$ cat config.mk
export PLATFORM = sky130hd
export DESIGN_NAME = dma_fifo_buffer_flat
export DESIGN_NICKNAME = d
export VERILOG_FILES = /design/src/rtl/dma_pkg.sv /design/src/rtl/dma_fifo_buffer_if.sv /design/src/rtl/dma_buffer_ram.sv /design/src/rtl/dma_fifo_buffer.sv /design/src/flat_wrapper.sv
export SDC_FILE = /design/constraint.sdc
export NUM_CORES = 1
export LEC_CHECK = 0
export BUFFER_PORTS_ARGS = -buffer_cell sky130_fd_sc_hd__clkbuf_2
export CAP_MARGIN = 20
export CORE_MARGIN = 1
export CORE_UTILIZATION = 60
export CTS_CLUSTER_SIZE = 8
export DETAILED_ROUTE_END_ITERATION = 8
export GPL_ROUTABILITY_DRIVEN = 0
export PLACE_DENSITY = 0.91
export SLEW_MARGIN = 10
export SYNTH_ARGS = -nofsm -noshare
export SYNTH_HDL_FRONTEND = slang
export SYNTH_SLANG_ARGS = --single-unit
export TNS_END_PERCENT = 30
$ cat constraint.sdc
create_clock -name clk -period 5.2 [get_ports clk]
set_input_delay 1.3 -clock clk [delete_from_list [all_inputs] [get_ports clk]]
set_output_delay 1.3 -clock clk [all_outputs]
set_load 0.01 [all_outputs]
$ cat src/rtl/dma_pkg.sv
// dma_pkg: shared DMA constants, error-bit indices and width helpers
package dma_pkg;
    localparam int DMA_DATA_W = 32;
    localparam int ERR_OVF = 0;
    localparam int ERR_UDF = 1;
    function automatic int ptr_w(input int depth);
        return $clog2(depth);
    endfunction
    function automatic int lvl_w(input int depth);
        return $clog2(depth) + 1;
    endfunction
endpackage

$ cat src/rtl/dma_fifo_buffer_if.sv
// dma_fifo_buffer_if: producer/consumer handshake and status bundle of the DMA FIFO
interface dma_fifo_buffer_if
    import dma_pkg::*;
#(
    parameter int DATA_W = DMA_DATA_W,
    parameter int DEPTH  = 8
);
    logic                      wr_en;
    logic [DATA_W-1:0]         wr_data;
    logic                      rd_en;
    logic [DATA_W-1:0]         rd_data;
    logic                      rd_valid;
    logic                      flush;
    logic                      clr_err;
    logic                      full;
    logic                      empty;
    logic                      almost_full;
    logic [lvl_w(DEPTH)-1:0]   level;
    logic                      overflow;
    logic                      underflow;
    modport master (
        output wr_en, wr_data, rd_en, flush, clr_err,
        input  rd_data, rd_valid, full, empty, almost_full, level, overflow, underflow
    );
    modport slave (
        input  wr_en, wr_data, rd_en, flush, clr_err,
        output rd_data, rd_valid, full, empty, almost_full, level, overflow, underflow
    );
endinterface

$ cat src/rtl/dma_buffer_ram.sv
// dma_buffer_ram: DEPTH x DATA_W dual-port array, sync write, registered read, no reset
module dma_buffer_ram #(
    parameter int DATA_W = 32,
    parameter int DEPTH  = 8
) (
    input  logic                       clk,
    input  logic                       we_i,
    input  logic [$clog2(DEPTH)-1:0]   waddr_i,
    input  logic [DATA_W-1:0]          wdata_i,
    input  logic                       re_i,
    input  logic [$clog2(DEPTH)-1:0]   raddr_i,
    output logic [DATA_W-1:0]          rdata_o
);
    logic [DATA_W-1:0] mem_q [DEPTH];
    logic [DATA_W-1:0] rdata_q;
    always_ff @(posedge clk) begin
        if (we_i) mem_q[waddr_i] <= wdata_i;
        if (re_i) rdata_q <= mem_q[raddr_i];
    end
    assign rdata_o = rdata_q;
endmodule

$ cat src/rtl/dma_fifo_buffer.sv
// dma_fifo_buffer: circular FIFO with occupancy, almost-full, flush and sticky error flags
module dma_fifo_buffer
    import dma_pkg::*;
#(
    parameter int DATA_W   = DMA_DATA_W,
    parameter int DEPTH    = 8,
    parameter int AF_LEVEL = 6
) (
    input logic               clk,
    input logic               rst_n,
    dma_fifo_buffer_if.slave  bus
);
    localparam int AW = ptr_w(DEPTH);
    localparam int LW = lvl_w(DEPTH);
    logic [AW-1:0]     wr_ptr_q, wr_ptr_d, rd_ptr_q, rd_ptr_d;
    logic [LW-1:0]     level_q, level_d;
    logic [1:0]        err_q, err_d, err_set;
    logic              rd_valid_q, seen_q, seen_d;
    logic              full, empty, push, pop;
    logic [DATA_W-1:0] ram_rdata;
    always_comb begin
        full            = level_q == LW'(DEPTH);
        empty           = level_q == '0;
        push            = bus.wr_en && (!full || bus.rd_en) && !bus.flush;
        pop             = bus.rd_en && !empty && !bus.flush;
        err_set         = '0;
        err_set[ERR_OVF] = bus.wr_en && full && !bus.rd_en && !bus.flush;
        err_set[ERR_UDF] = bus.rd_en && empty && !bus.flush;
        err_d           = (bus.clr_err ? 2'b00 : err_q) | err_set;
        wr_ptr_d        = bus.flush ? '0 : wr_ptr_q + AW'(push);
        rd_ptr_d        = bus.flush ? '0 : rd_ptr_q + AW'(pop);
        level_d         = bus.flush ? '0 : level_q + LW'(push) - LW'(pop);
        seen_d          = seen_q | pop;
    end
    always_ff @(posedge clk or negedge rst_n) begin
        if (!rst_n) begin
            wr_ptr_q   <= '0;
            rd_ptr_q   <= '0;
            level_q    <= '0;
            err_q      <= '0;
            rd_valid_q <= 1'b0;
            seen_q     <= 1'b0;
        end else begin
            wr_ptr_q   <= wr_ptr_d;
            rd_ptr_q   <= rd_ptr_d;
            level_q    <= level_d;
            err_q      <= err_d;
            rd_valid_q <= pop;
            seen_q     <= seen_d;
        end
    end
    dma_buffer_ram #(.DATA_W(DATA_W), .DEPTH(DEPTH)) u_ram (
        .clk     (clk),
        .we_i    (push),
        .waddr_i (wr_ptr_q),
        .wdata_i (bus.wr_data),
        .re_i    (pop),
        .raddr_i (rd_ptr_q),
        .rdata_o (ram_rdata)
    );
    // The RAM read register is unreset, so rd_data reads 0 until the first pop since reset
    assign bus.rd_data     = seen_q ? ram_rdata : '0;
    assign bus.rd_valid    = rd_valid_q;
    assign bus.full        = full;
    assign bus.empty       = empty;
    assign bus.almost_full = level_q >= LW'(AF_LEVEL);
    assign bus.level       = level_q;
    assign bus.overflow    = err_q[ERR_OVF];
    assign bus.underflow   = err_q[ERR_UDF];
endmodule

$ cat src/flat_wrapper.sv
// flat-port wrapper written by rule: the top's interface ports become plain ports
module dma_fifo_buffer_flat import dma_pkg::*;
#(
    parameter int DATA_W   = DMA_DATA_W,
    parameter int DEPTH    = 8,
    parameter int AF_LEVEL = 6
)
  (clk, rst_n, bus_wr_en, bus_wr_data, bus_rd_en, bus_flush, bus_clr_err, bus_rd_data, bus_rd_valid, bus_full, bus_empty, bus_almost_full, bus_level, bus_overflow, bus_underflow);
  dma_fifo_buffer_if #(.DATA_W(DATA_W), .DEPTH(DEPTH)) bus_i ();
  input logic clk;
  input logic rst_n;
  input wire logic [$bits(bus_i.wr_en)-1:0] bus_wr_en;
  input wire logic [$bits(bus_i.wr_data)-1:0] bus_wr_data;
  input wire logic [$bits(bus_i.rd_en)-1:0] bus_rd_en;
  input wire logic [$bits(bus_i.flush)-1:0] bus_flush;
  input wire logic [$bits(bus_i.clr_err)-1:0] bus_clr_err;
  output wire logic [$bits(bus_i.rd_data)-1:0] bus_rd_data;
  output wire logic [$bits(bus_i.rd_valid)-1:0] bus_rd_valid;
  output wire logic [$bits(bus_i.full)-1:0] bus_full;
  output wire logic [$bits(bus_i.empty)-1:0] bus_empty;
  output wire logic [$bits(bus_i.almost_full)-1:0] bus_almost_full;
  output wire logic [$bits(bus_i.level)-1:0] bus_level;
  output wire logic [$bits(bus_i.overflow)-1:0] bus_overflow;
  output wire logic [$bits(bus_i.underflow)-1:0] bus_underflow;
  assign bus_i.wr_en = bus_wr_en;
  assign bus_i.wr_data = bus_wr_data;
  assign bus_i.rd_en = bus_rd_en;
  assign bus_i.flush = bus_flush;
  assign bus_i.clr_err = bus_clr_err;
  assign bus_rd_data = bus_i.rd_data;
  assign bus_rd_valid = bus_i.rd_valid;
  assign bus_full = bus_i.full;
  assign bus_empty = bus_i.empty;
  assign bus_almost_full = bus_i.almost_full;
  assign bus_level = bus_i.level;
  assign bus_overflow = bus_i.overflow;
  assign bus_underflow = bus_i.underflow;
  dma_fifo_buffer #(.DATA_W(DATA_W), .DEPTH(DEPTH), .AF_LEVEL(AF_LEVEL)) u_core (.clk(clk), .rst_n(rst_n), .bus(bus_i));
endmodule
==> results of run 1 <==
## power by group
part	switching, mW	internal, mW	leakage, nW
Clock	0.916	1.53	0.567
Sequential	0.0585	2.79	2.79
Combinational	0.338	0.326	1.31
## per-stage QoR
stage	instance area (um2)	hold WS (ns)	setup WS, ns
3_3_place_gp	12500	0.496	1.63
3_5_place_dp	12500	0.489	1.48
4_1_cts	13600	0.505	1.86
2_1_floorplan	11800	0.508	0.575
6_report	13700	0.503	1.93
5_1_grt	13700	0.550	1.77
## synthesized netlist by cell type (2+ instances only)
cell type	count	area share [%]
sky130_fd_sc_hd__nor2_1	14	0.45
sky130_fd_sc_hd__clkbuf_1	8	0.25
sky130_fd_sc_hd__mux4_2	8	1.5
sky130_fd_sc_hd__inv_1	9	0.29
sky130_fd_sc_hd__mux2_2	32	3.1
sky130_fd_sc_hd__mux4_1	56	12
sky130_fd_sc_hd__xnor2_1	3	0.22
sky130_fd_sc_hd__and2_1	33	1.8
sky130_fd_sc_hd__buf_1	5	0.16
sky130_fd_sc_hd__dfrtp_1	14	3.0
sky130_fd_sc_hd__a21oi_1	2	0.085
sky130_fd_sc_hd__ha_1	11	1.2
sky130_fd_sc_hd__nand2b_1	5	0.27
sky130_fd_sc_hd__nor2b_1	6	0.32
sky130_fd_sc_hd__nor3_1	2	0.085
sky130_fd_sc_hd__buf_6	7	0.67
sky130_fd_sc_hd__edfxtp_1	288	73
sky130_fd_sc_hd__nand2_1	4	0.13
sky130_fd_sc_hd__buf_2	2	0.085
## worst register-to-register path, cell delays in order, from the launching register on
cell and delay (ns):
sky130_fd_sc_hd__dfrtp_1 0.37, sky130_fd_sc_hd__inv_1 0.09, sky130_fd_sc_hd__ha_1 0.22, sky130_fd_sc_hd__nor4b_1 0.17
sky130_fd_sc_hd__or3b_2 0.61, sky130_fd_sc_hd__nor2_4 0.84
## final timing paths
check | start | end | slack (ns) | cells past startpoint
max | u_core.seen_q$_DFF_PN0_ | bus_rd_data[17] | 1.93 | 2
min | u_core.err_q[0]$_DFF_PN0_ | u_core.err_q[0]$_DFF_PN0_ | 0.50 | 1
max reg2reg | u_core.bus.level[2]$_DFF_PN0_ | u_core.u_ram.mem_q[7][18]$_DFFE_PP_ | 2.48 | 5
min reg2reg | u_core.err_q[0]$_DFF_PN0_ | u_core.err_q[0]$_DFF_PN0_ | 0.50 | 1
max in group asynchronous | rst_n | u_core.rd_ptr_q[0]$_DFF_PN0_ | 4.23 | 1
min in group asynchronous | rst_n | u_core.wr_ptr_q[1]$_DFF_PN0_ | 0.68 | 1
## routing by layer
metal  GRT usage, %  routed length (um)  vias up
met5              0                   0        -
met4           9.39                 700        0
met3           5.11                1400       60
met2           41.0               12000      239
met1           30.1                8800     2834
li1               -                   -     2371
## logic make-up after synthesis
logic type | Yosys count | synth area share (%)
mux | 96 | 17.1
fa+ha+maj | 12 | 1.34
buf+inv | 31 | 1.45
xor+xnor | 3 | 0.223
simple gates | 69 | 3.29
compound gates | 5 | 0.287
flops | 302 | 76.3
## registers in the layout (all words and copies together) (netlist names)
| signal | cells |
|---|---|
| u_core.seen_q | 1 |
| u_core.bus.level | 4 |
| u_core.u_ram.rdata_o | 32 |
| u_core.bus.rd_valid | 1 |
| u_core.rd_ptr_q | 3 |
| u_core.u_ram.mem_q | 256 |
| u_core.err_q | 2 |
| u_core.wr_ptr_q | 3 |
## placed cells by master, fill, tap and decap left out, drive strengths merged, types with 2 or more instances in the layout
cell type,netlist,final
nand2,4,4
inv,9,9
mux4,64,64
edfxtp,288,288
ha,11,11
nor3,2,2
a21oi,2,2
buf,14,7
nor2b,6,6
mux2,32,32
xnor2,3,3
and2,33,33
nand2b,5,5
clkbuf,8,133
dfrtp,14,14
nor2,14,14
## area by class of cell
cell class	instances	area share, %
flip-flops and latches	302	65.7
inverters	9	0.246
clock inverters	1	0.0274
multi-input cells	185	19.5
well taps	260	2.37
repair buffers	86	3.70
clock buffers	54	8.46
==> results.rst, run 1 <==
.. list-table::
   :header-rows: 1

   * - Metric
     - Value
   * - Horiz. Die Dim
     - 142 um
   * - Num Clock Sinks
     - 302
   * - Highest fanout seen on the critical path
     - 33
   * - CTS HTree Levels
     - 2
   * - Number of setup violations in the final report
     - 0
   * - Per-cell via count in the routed design
     - 6.14
   * - Number of placement rows
     - 50
   * - Share of the clock period used by the worst path after layout
     - 62.9%
   * - Library cell used as clock root buffer
     - sky130_fd_sc_hd__clkbuf_16
   * - Clock Skews
     - 0.0140 ns
   * - CP Capture Type
     - output port
   * - Clock Path Buffers
     - 3
   * - Fraction of the yosys area taken by sequential cells
     - 76.3%
   * - Startpoint type of the worst setup path
     - flop
   * - Clock tree from TritonCTS
     - done
   * - Chip Height
     - 142 um
   * - Number of global-route vias before repair
     - 5,958
   * - Kind of cell adding the most delay to the critical path
     - flip-flops
   * - Total Nets Final
     - 677
   * - Relative slew slack
     - 30.0%
   * - Final routed wire length divided by cell count
     - 25.6 um
   * - Count of buffering cells on the critical path with inverters included
     - 1
   * - Mapped Avg Cell Area
     - 22.8 um2
   * - Arrival time of the worst setup path
     - 1.97 ns
   * - Accumulated negative setup slack
     - 0 ns
   * - Count of cell types in the netlist
     - 28
   * - Clock slew seen by the registers of the worst setup and hold paths
     - 0.05 ns
   * - CORE AREA
     - 19,000 um2
   * - Power after layout
     - 5.95 mW
   * - Area Growth Syn to Fin
     - 16.4%
   * - Final Hold Violating Endpoints
     - 0
   * - Run status
     - completed
   * - Max incr delay on CP
     - 0.97 ns
   * - Max frequency
     - 306 MHz
   * - Wire length of the first global-routing pass
     - 34,500 um
   * - Initial antenna violation count
     - 0
   * - Crit-path slowest cell
     - sky130_fd_sc_hd__dfrtp_1
   * - Effective utilization at floorplan
     - 62.2%
   * - Post-cts sizing count
     - 0
   * - Max rail drop VDD
     - 0.248 mV
   * - Final Max Slew Viols
     - 0
   * - Number of cells produced by synthesis
     - 518
   * - Netlist area before placement
     - 11,800 um2
   * - Least-Margin Pin Slew
     - 1.05 ns
   * - Via total after detailed routing
     - 5,504
   * - Clock Latency Late Sink
     - 0.52 ns
   * - Finished Layout Cells
     - 897
   * - Required time of the critical path
     - 3.90 ns
   * - Maximum number of pins on one net before global-route repair
     - 66
   * - Setup repair after global routing missed its margin
     - false
   * - Path type of the worst setup path
     - flop to output port
   * - Number of nets produced by synthesis
     - 568
   * - Number of DRC violations after detailed-routing iteration 0
     - 433
   * - Post-detail-place hpwl
     - 11,600 um
   * - Number of nets still failing antenna checks after routing
     - 0
   * - Count of input and output buffers
     - 79
   * - # diodes
     - 0
   * - Number of post-CTS setup repair buffers
     - 0
   * - Drt pass-1 iters
     - 4
   * - Leftover overflow at the end of global routing
     - 0
   * - Leakage power
     - 4.66 nW
   * - Critical path cell sequence
     - and2_1 > clkbuf_2
   * - Max-capacitance violation count
     - 0
   * - Tightest Hold Check Type
     - flop to flop
   * - Commonest register cell after synthesis
     - sky130_fd_sc_hd__edfxtp_1
   * - Overall fraction of global-route tracks in use
     - 23.9%
   * - Count of synthesis-stage warnings from yosys
     - 0
   * - Area of all sequential standard cells
     - 9000 um2
   * - Final routed wirelength across all metal layers
     - 22,900 um
   * - Area taken by multi-input logic gates
     - 2680 um2
   * - Flip-flop and latch count after synthesis
     - 302
   * - DRC violation count after routing
     - 0
   * - Die ar.
     - 20,200 um2
   * - Core Util, Final
     - 72.4%
   * - Fraction of registers with async set/reset
     - 4.64%
   * - Clock buffers created by TritonCTS
     - 43
   * - Post-route minimum period
     - 3.27 ns
   * - Post-synth EDFFs
     - 288
   * - Filler Cell Count
     - 1,046
   * - Number of top-level design ports
     - 80
   * - Total placed cells including tap cells
     - 839
   * - Power per cell area
     - 434 nW/um2
   * - Layout cells sized above 1
     - 29.2%
   * - CTS hold repair buffers
     - 0
(Power assumes the default switching activity.)
==> inputs of run 2 (changes only) <==
Clock period 5.2 ns to 3.4 ns, I/O delays scaled along.
==> results.rst, run 2 (same netlist as run 1, synthesis figures left out) <==
.. list-table::
   :header-rows: 1

   * - Metric
     - Value
   * - Number of setup violations in the final report
     - 0 (unchanged)
   * - Run status
     - completed (unchanged)
   * - Max incr delay on CP
     - 1.00 ns (was 0.97 ns)
   * - Initial antenna violation count
     - 1 (was 0)
   * - Relative contribution of the clock network to total power
     - 40.5% (was 41.0%)
   * - Number of global-route vias before repair
     - 5,982 (was 5,958)
   * - Horiz. Die Dim
     - 142 um (unchanged)
   * - Area Growth Syn to Fin
     - 16.8% (was 16.4%)
   * - Maximum number of pins on one net before global-route repair
     - 37 (was 66)
   * - Launch instance of the worst register-to-register path
     - u_core.bus.level[2]$_DFF_PN0_ (unchanged)
   * - Core Util, Final
     - 72.6% (was 72.4%)
   * - Path type of the worst setup path
     - flop to output port (unchanged)
   * - Accumulated negative setup slack
     - 0 ns (unchanged)
   * - CP Capture Type
     - output port (unchanged)
   * - Final std cell area, no fill
     - 13,800 um2 (was 13,700 um2)
   * - Clock buffers created by TritonCTS
     - 43 (unchanged)
   * - Internal
     - 7.02 mW (was 4.64 mW)
   * - Most common library cell in the layout ignoring fill and taps
     - sky130_fd_sc_hd__edfxtp_1 (unchanged)
   * - Number of top-level design ports
     - 80 (unchanged)
   * - Finished Layout Cells
     - 909 (was 897)
   * - Final Hold Violating Endpoints
     - 0 (unchanged)
   * - Power after layout
     - 9.00 mW (was 5.95 mW)
   * - Least-Margin Pin Slew
     - 1.01 ns (was 1.05 ns)
   * - Wire length of the first global-routing pass
     - 34,400 um (was 34,500 um)
   * - Leftover overflow at the end of global routing
     - 0 (unchanged)
   * - Startpoint type of the worst setup path
     - flop (unchanged)
   * - Clock tree from TritonCTS
     - done (unchanged)
   * - Crit-path slowest cell
     - sky130_fd_sc_hd__dfrtp_1 (unchanged)
   * - Library cell used as clock root buffer
     - sky130_fd_sc_hd__clkbuf_16 (unchanged)
   * - Max-capacitance violation count
     - 0 (unchanged)
   * - Die ar.
     - 20,200 um2 (unchanged)
   * - Drt pass-1 iters
     - 5 (was 4)
   * - Chip Height
     - 142 um (unchanged)
   * - Post-detail-place hpwl
     - 12,700 um (was 11,600 um)
   * - Clock Path Buffers
     - 3 (unchanged)
   * - Gate power share
     - 10.9% (was 11.1%)
   * - Total Nets Final
     - 689 (was 677)
   * - Arrival time of the worst setup path
     - 1.99 ns (was 1.97 ns)
   * - Leakage power
     - 4.70 nW (was 4.66 nW)
   * - Highest fanout seen on the critical path
     - 33 (unchanged)
   * - Clock Skews
     - 0.0176 ns (was 0.0140 ns)
   * - Share of total power in sequential cells
     - 48.6% (was 47.8%)
   * - Critical path cell sequence
     - and2_1 > clkbuf_2 (unchanged)
   * - Max rail drop VDD
     - 0.643 mV (was 0.248 mV)
   * - CTS HTree Levels
     - 2 (unchanged)
   * - Relative slew slack
     - 32.6% (was 30.0%)
   * - Cell area after placement
     - 12,600 um2 (was 12,500 um2)
   * - Effective utilization at floorplan
     - 62.2% (unchanged)
   * - Required time of the critical path
     - 2.55 ns (was 3.90 ns)
   * - CTS hold repair buffers
     - 0 (unchanged)
   * - Number of DRC violations after detailed-routing iteration 0
     - 342 (was 433)
   * - Layout cells sized above 1
     - 30.6% (was 29.2%)
   * - DRC violation count after routing
     - 0 (unchanged)
   * - Post-Route Hold Slack
     - 0.238 ns (was 0.503 ns)
   * - Count of input and output buffers
     - 79 (unchanged)
   * - Min setup slack post-route
     - 0.558 ns (was 1.93 ns)
   * - Total placed cells including tap cells
     - 854 (was 839)
   * - Share of the clock period used by the worst path after layout
     - 83.6%
   * - Tightest Hold Check Type
     - input port to asynchronous set/reset pin (was flop to flop)
   * - Worst r2r dst
     - u_core.bus.level[2]$_DFF_PN0_ (was u_core.u_ram.mem_q[7][18]$_DFFE_PP_)
   * - Number of nets still failing antenna checks after routing
     - 0 (unchanged)
   * - Switching fraction of total power
     - 22.0% (about the same)
   * - Critical Path Start
     - u_core.seen_q$_DFF_PN0_ (unchanged)
   * - Number of post-CTS setup repair buffers
     - 0 (unchanged)
   * - Commonest cells after routing, fill and taps aside
     - sky130_fd_sc_hd__edfxtp_1 (288), sky130_fd_sc_hd__clkbuf_2 (79), sky130_fd_sc_hd__mux4_1 (56) (unchanged)
   * - Per-cell via count in the routed design
     - 6.09 (was 6.14)
   * - Final Max Slew Viols
     - 0 (unchanged)
   * - Final routed wire length divided by cell count
     - 25.0 um (was 25.6 um)
   * - Max frequency
     - 352 MHz
   * - Overall fraction of global-route tracks in use
     - 23.8% (was 23.9%)
   * - Post-route minimum period
     - 2.84 ns
   * - Power per cell area
     - 653 nW/um2 (was 434 nW/um2)
   * - Num Clock Sinks
     - 302 (unchanged)
   * - Clock Latency Late Sink
     - 0.52 ns (about the same)
   * - Register bank with the most flops
     - u_core.u_ram.mem_q (unchanged)
   * - Number of flip-flops under the largest register name
     - 256 (unchanged)
   * - Filler Cell Count
     - 1,041 (was 1,046)
   * - Number of placement rows
     - 50 (unchanged)
   * - Worst Setup Slack post-DPL
     - 0.640 ns (was 1.48 ns)
   * - Clock slew seen by the registers of the worst setup and hold paths
     - 0.05 ns (about the same)
   * - Post-cts sizing count
     - 0 (unchanged)
   * - Worst-case register-to-register setup slack
     - 0.95 ns (was 2.48 ns)
   * - Depth of the most critical reg-to-reg path
     - 8 (was 5)
   * - Switching component of the power
     - 1.98 mW (was 1.31 mW)
   * - Setup repair after global routing missed its margin
     - false (unchanged)
   * - Via total after detailed routing
     - 5,537 (was 5,504)
   * - Final routed wirelength across all metal layers
     - 22,700 um (was 22,900 um)
   * - CORE AREA
     - 19,000 um2 (unchanged)
## run 2: cell count changes in the layout (fill, tap and decap cells not counted), moves of 2 or more
cell,before,now
sky130_fd_sc_hd__buf_16,3,0
sky130_fd_sc_hd__clkinv_8,0,2
sky130_fd_sc_hd__clkbuf_16,45,43
sky130_fd_sc_hd__buf_12,0,3
sky130_fd_sc_hd__buf_4,4,16
## run 2: how the worst max path moves through the flow
stage                                          to  cells after the start
2_1_floorplan  u_core.u_ram.mem_q[0][0]$_DFFE_PP_                      3
3_3_place_gp   u_core.u_ram.mem_q[1][4]$_DFFE_PP_                      5
3_5_place_dp   u_core.u_ram.mem_q[1][3]$_DFFE_PP_                      5
4_1_cts                           bus_rd_data[27]                      2
5_1_grt                           bus_rd_data[27]                      2
6_report                          bus_rd_data[27]                      2
## run 2: per-layer routing
| layer | vias up | track usage (%) | wire length, um |
|---|---|---|---|
| li1 | 2393 | - | - |
| met1 | 2853 | 29.2 | 8630 |
| met2 | 224 | 40.6 | 11900 |
| met3 | 67 | 4.54 | 1280 |
| met4 | 0 | 12.8 | 935 |
| met5 | - | 0 | 0 |
## run 2: power groups by stage
stage | sequential, mW | clock, mW | combinational, mW
2_1_floorplan | 4.38 | 0 | 0.695
3_3_place_gp | 4.43 | 0 | 0.929
3_5_place_dp | 4.44 | 0 | 0.970
4_1_cts | 4.37 | 3.70 | 0.996
5_1_grt | 4.38 | 3.85 | 1.06
6_report | 4.37 | 3.64 | 0.984
## run 2: cell type report
type                            count  area [um2]  area share [%]
Clock inverter                      2        32.5           0.236
Timing Repair Buffer               98         576            4.18
Clock buffer                       52        1110            8.06
Antenna cell                        1        2.50          0.0182
Multi-Input combinational cell    185        2690            19.5
Tap cell                          260         325            2.36
Sequential cell                   302        9000            65.4
Inverter                            9        33.8           0.245
## run 2: worst max-delay path: cells and delay by family, from the launching register on
kind / cells / cell delay (ns)
AND/OR/NAND/NOR: 1 / 0.31
buffers and inverters: 1 / 0.16
flip-flops: 1 / 1.00
==> inputs of run 3 (changes only) <==
Clock period 3.4 ns to 2.9 ns, I/O delays scaled along.
==> results.rst, run 3 (same netlist as run 1, synthesis figures left out) <==
.. list-table::
   :header-rows: 1

   * - Metric
     - Value
   * - Register bank with the most flops
     - u_core.u_ram.mem_q (unchanged)
   * - Least-Margin Pin Slew
     - 1.01 ns (about the same)
   * - Clock buffers created by TritonCTS
     - 43 (unchanged)
   * - Number of flip-flops under the largest register name
     - 256 (unchanged)
   * - Startpoint type of the worst setup path
     - flop (unchanged)
   * - Number of top-level design ports
     - 80 (unchanged)
   * - Number of global-route vias before repair
     - 5,988 (was 5,982)
   * - Initial antenna violation count
     - 0 (was 1)
   * - Library cell used as clock root buffer
     - sky130_fd_sc_hd__clkbuf_16 (unchanged)
   * - Number of setup violations in the final report
     - 0 (unchanged)
   * - Horiz. Die Dim
     - 142 um (unchanged)
   * - Share of the clock period used by the worst path after layout
     - 87.3%
   * - Run status
     - completed (unchanged)
   * - Arrival time of the worst setup path
     - 2.94 ns (was 1.99 ns)
   * - Final routed wirelength across all metal layers
     - 23,900 um (was 22,700 um)
   * - Cell area after placement
     - 12,700 um2 (was 12,600 um2)
   * - Count of input and output buffers
     - 79 (unchanged)
   * - CTS HTree Levels
     - 2 (unchanged)
   * - Most common library cell in the layout ignoring fill and taps
     - sky130_fd_sc_hd__edfxtp_1 (unchanged)
   * - Final Hold Violating Endpoints
     - 0 (unchanged)
   * - Clock Skews
     - 0.0265 ns (was 0.0176 ns)
   * - Leakage power
     - 4.74 nW (was 4.70 nW)
   * - Number of DRC violations after detailed-routing iteration 0
     - 476 (was 342)
   * - # diodes
     - 0 (was 1)
   * - Clock Latency Late Sink
     - 0.54 ns (was 0.52 ns)
   * - Number of placement rows
     - 50 (unchanged)
   * - Final std cell area, no fill
     - 13,800 um2 (about the same)
   * - Power after layout
     - 10.7 mW (was 9.00 mW)
   * - Total Nets Final
     - 692 (was 689)
   * - Die ar.
     - 20,200 um2 (unchanged)
   * - Overall fraction of global-route tracks in use
     - 25.0% (was 23.8%)
   * - Effective utilization at floorplan
     - 62.2% (unchanged)
   * - Leftover overflow at the end of global routing
     - 0 (unchanged)
   * - Min setup slack post-route
     - 0.368 ns (was 0.558 ns)
   * - Clock Path Buffers
     - 3 (unchanged)
   * - Maximum number of pins on one net before global-route repair
     - 36 (was 37)
   * - Num Clock Sinks
     - 302 (unchanged)
   * - Via total after detailed routing
     - 5,727 (was 5,537)
   * - Drt pass-1 iters
     - 5 (unchanged)
   * - CP Capture Type
     - flop (was output port)
   * - Clock tree from TritonCTS
     - done (unchanged)
   * - Required time of the critical path
     - 3.31 ns (was 2.55 ns)
   * - Setup repair after global routing missed its margin
     - false (unchanged)
   * - Layout cells sized above 1
     - 31.0% (was 30.6%)
   * - Max rail drop VDD
     - 0.665 mV (was 0.643 mV)
   * - Final Max Slew Viols
     - 0 (unchanged)
   * - Area Growth Syn to Fin
     - 17.5% (was 16.8%)
   * - Relative slew slack
     - 32.7% (was 32.6%)
   * - Max frequency
     - 395 MHz
   * - Highest fanout seen on the critical path
     - 3 (was 33)
   * - DRC violation count after routing
     - 0 (unchanged)
   * - Path type of the worst setup path
     - flop to flop (was flop to output port)
   * - Commonest cells after routing, fill and taps aside
     - sky130_fd_sc_hd__edfxtp_1 (288), sky130_fd_sc_hd__clkbuf_2 (79), sky130_fd_sc_hd__mux4_1 (56) (unchanged)
   * - CTS hold repair buffers
     - 0 (unchanged)
   * - Tightest Hold Check Type
     - input port to asynchronous set/reset pin (unchanged)
   * - Post-Route Hold Slack
     - 0.0845 ns (was 0.238 ns)
   * - Power per cell area
     - 772 nW/um2 (was 653 nW/um2)
   * - Final routed wire length divided by cell count
     - 26.2 um (was 25.0 um)
   * - CORE AREA
     - 19,000 um2 (unchanged)
   * - Filler Cell Count
     - 999 (was 1,041)
   * - Number of nets still failing antenna checks after routing
     - 0 (unchanged)
   * - Max-capacitance violation count
     - 0 (unchanged)
   * - Post-detail-place hpwl
     - 12,600 um (was 12,700 um)
   * - Post-cts sizing count
     - 0 (unchanged)
   * - Wire length of the first global-routing pass
     - 35,500 um (was 34,400 um)
   * - Number of post-CTS setup repair buffers
     - 0 (unchanged)
   * - Per-cell via count in the routed design
     - 6.28 (was 6.09)
   * - Clock slew seen by the registers of the worst setup and hold paths
     - 0.05 ns (about the same)
   * - Chip Height
     - 142 um (unchanged)
   * - Worst Setup Slack post-DPL
     - 0.231 ns (was 0.640 ns)
   * - Accumulated negative setup slack
     - 0 ns (unchanged)
   * - Post-route minimum period
     - 2.53 ns
## run 3: cell type report
type	instances	area, um2	area share (%)
Multi-Input combinational cell	185	2690	19.4
Tap cell	260	325	2.35
Timing Repair Buffer	101	631	4.55
Clock inverter	3	28.8	0.208
Inverter	9	33.8	0.244
Clock buffer	52	1130	8.17
Sequential cell	302	9000	65.0
## run 3: routing by layer
metal,part of all wire [%],global-route usage [%]
met1,40,32.6
met2,51,41.0
met3,6.2,4.95
met4,3.4,11.5
met5,0,0
## run 3: path summary, 6_finish.rpt
kind	from	endpoint	slack (ns)	cells past startpoint
setup / recovery	u_core.bus.level[2]$_DFF_PN0_	u_core.bus.level[2]$_DFF_PN0_	0.37	8
hold / removal	rst_n	u_core.bus.rd_valid$_DFF_PN0_	0.08	1
setup reg to reg	u_core.bus.level[2]$_DFF_PN0_	u_core.bus.level[2]$_DFF_PN0_	0.37	8
hold reg to reg	u_core.err_q[0]$_DFF_PN0_	u_core.err_q[0]$_DFF_PN0_	0.51	1
max in group asynchronous	rst_n	u_core.rd_ptr_q[0]$_DFF_PN0_	2.52	1
min in group clk	bus_clr_err	u_core.err_q[1]$_DFF_PN0_	0.39	2
## run 3: metrics by stage
stage	instances	utilization, %
final	912	73.0
after global routing	912	73.0
after CTS	911	72.9
after detailed placement	856	66.8
after global placement	856	66.8
after floorplan	518	-
## run 3: power by group
group          internal, mW  switching, mW  leakage (nW)
registers              5.00         0.0975          2.79
clock network          2.69           1.68         0.565
logic                 0.588          0.624          1.39
## run 3: critical path, cell delays in order (launching register included)
cell and delay (ns):
sky130_fd_sc_hd__dfrtp_1 0.39, sky130_fd_sc_hd__inv_1 0.12, sky130_fd_sc_hd__ha_1 0.18, sky130_fd_sc_hd__nor4b_1 0.59
sky130_fd_sc_hd__nor2_1 0.15, sky130_fd_sc_hd__ha_1 0.27, sky130_fd_sc_hd__fa_1 0.42, sky130_fd_sc_hd__xnor2_1 0.21
sky130_fd_sc_hd__nor2_1 0.08
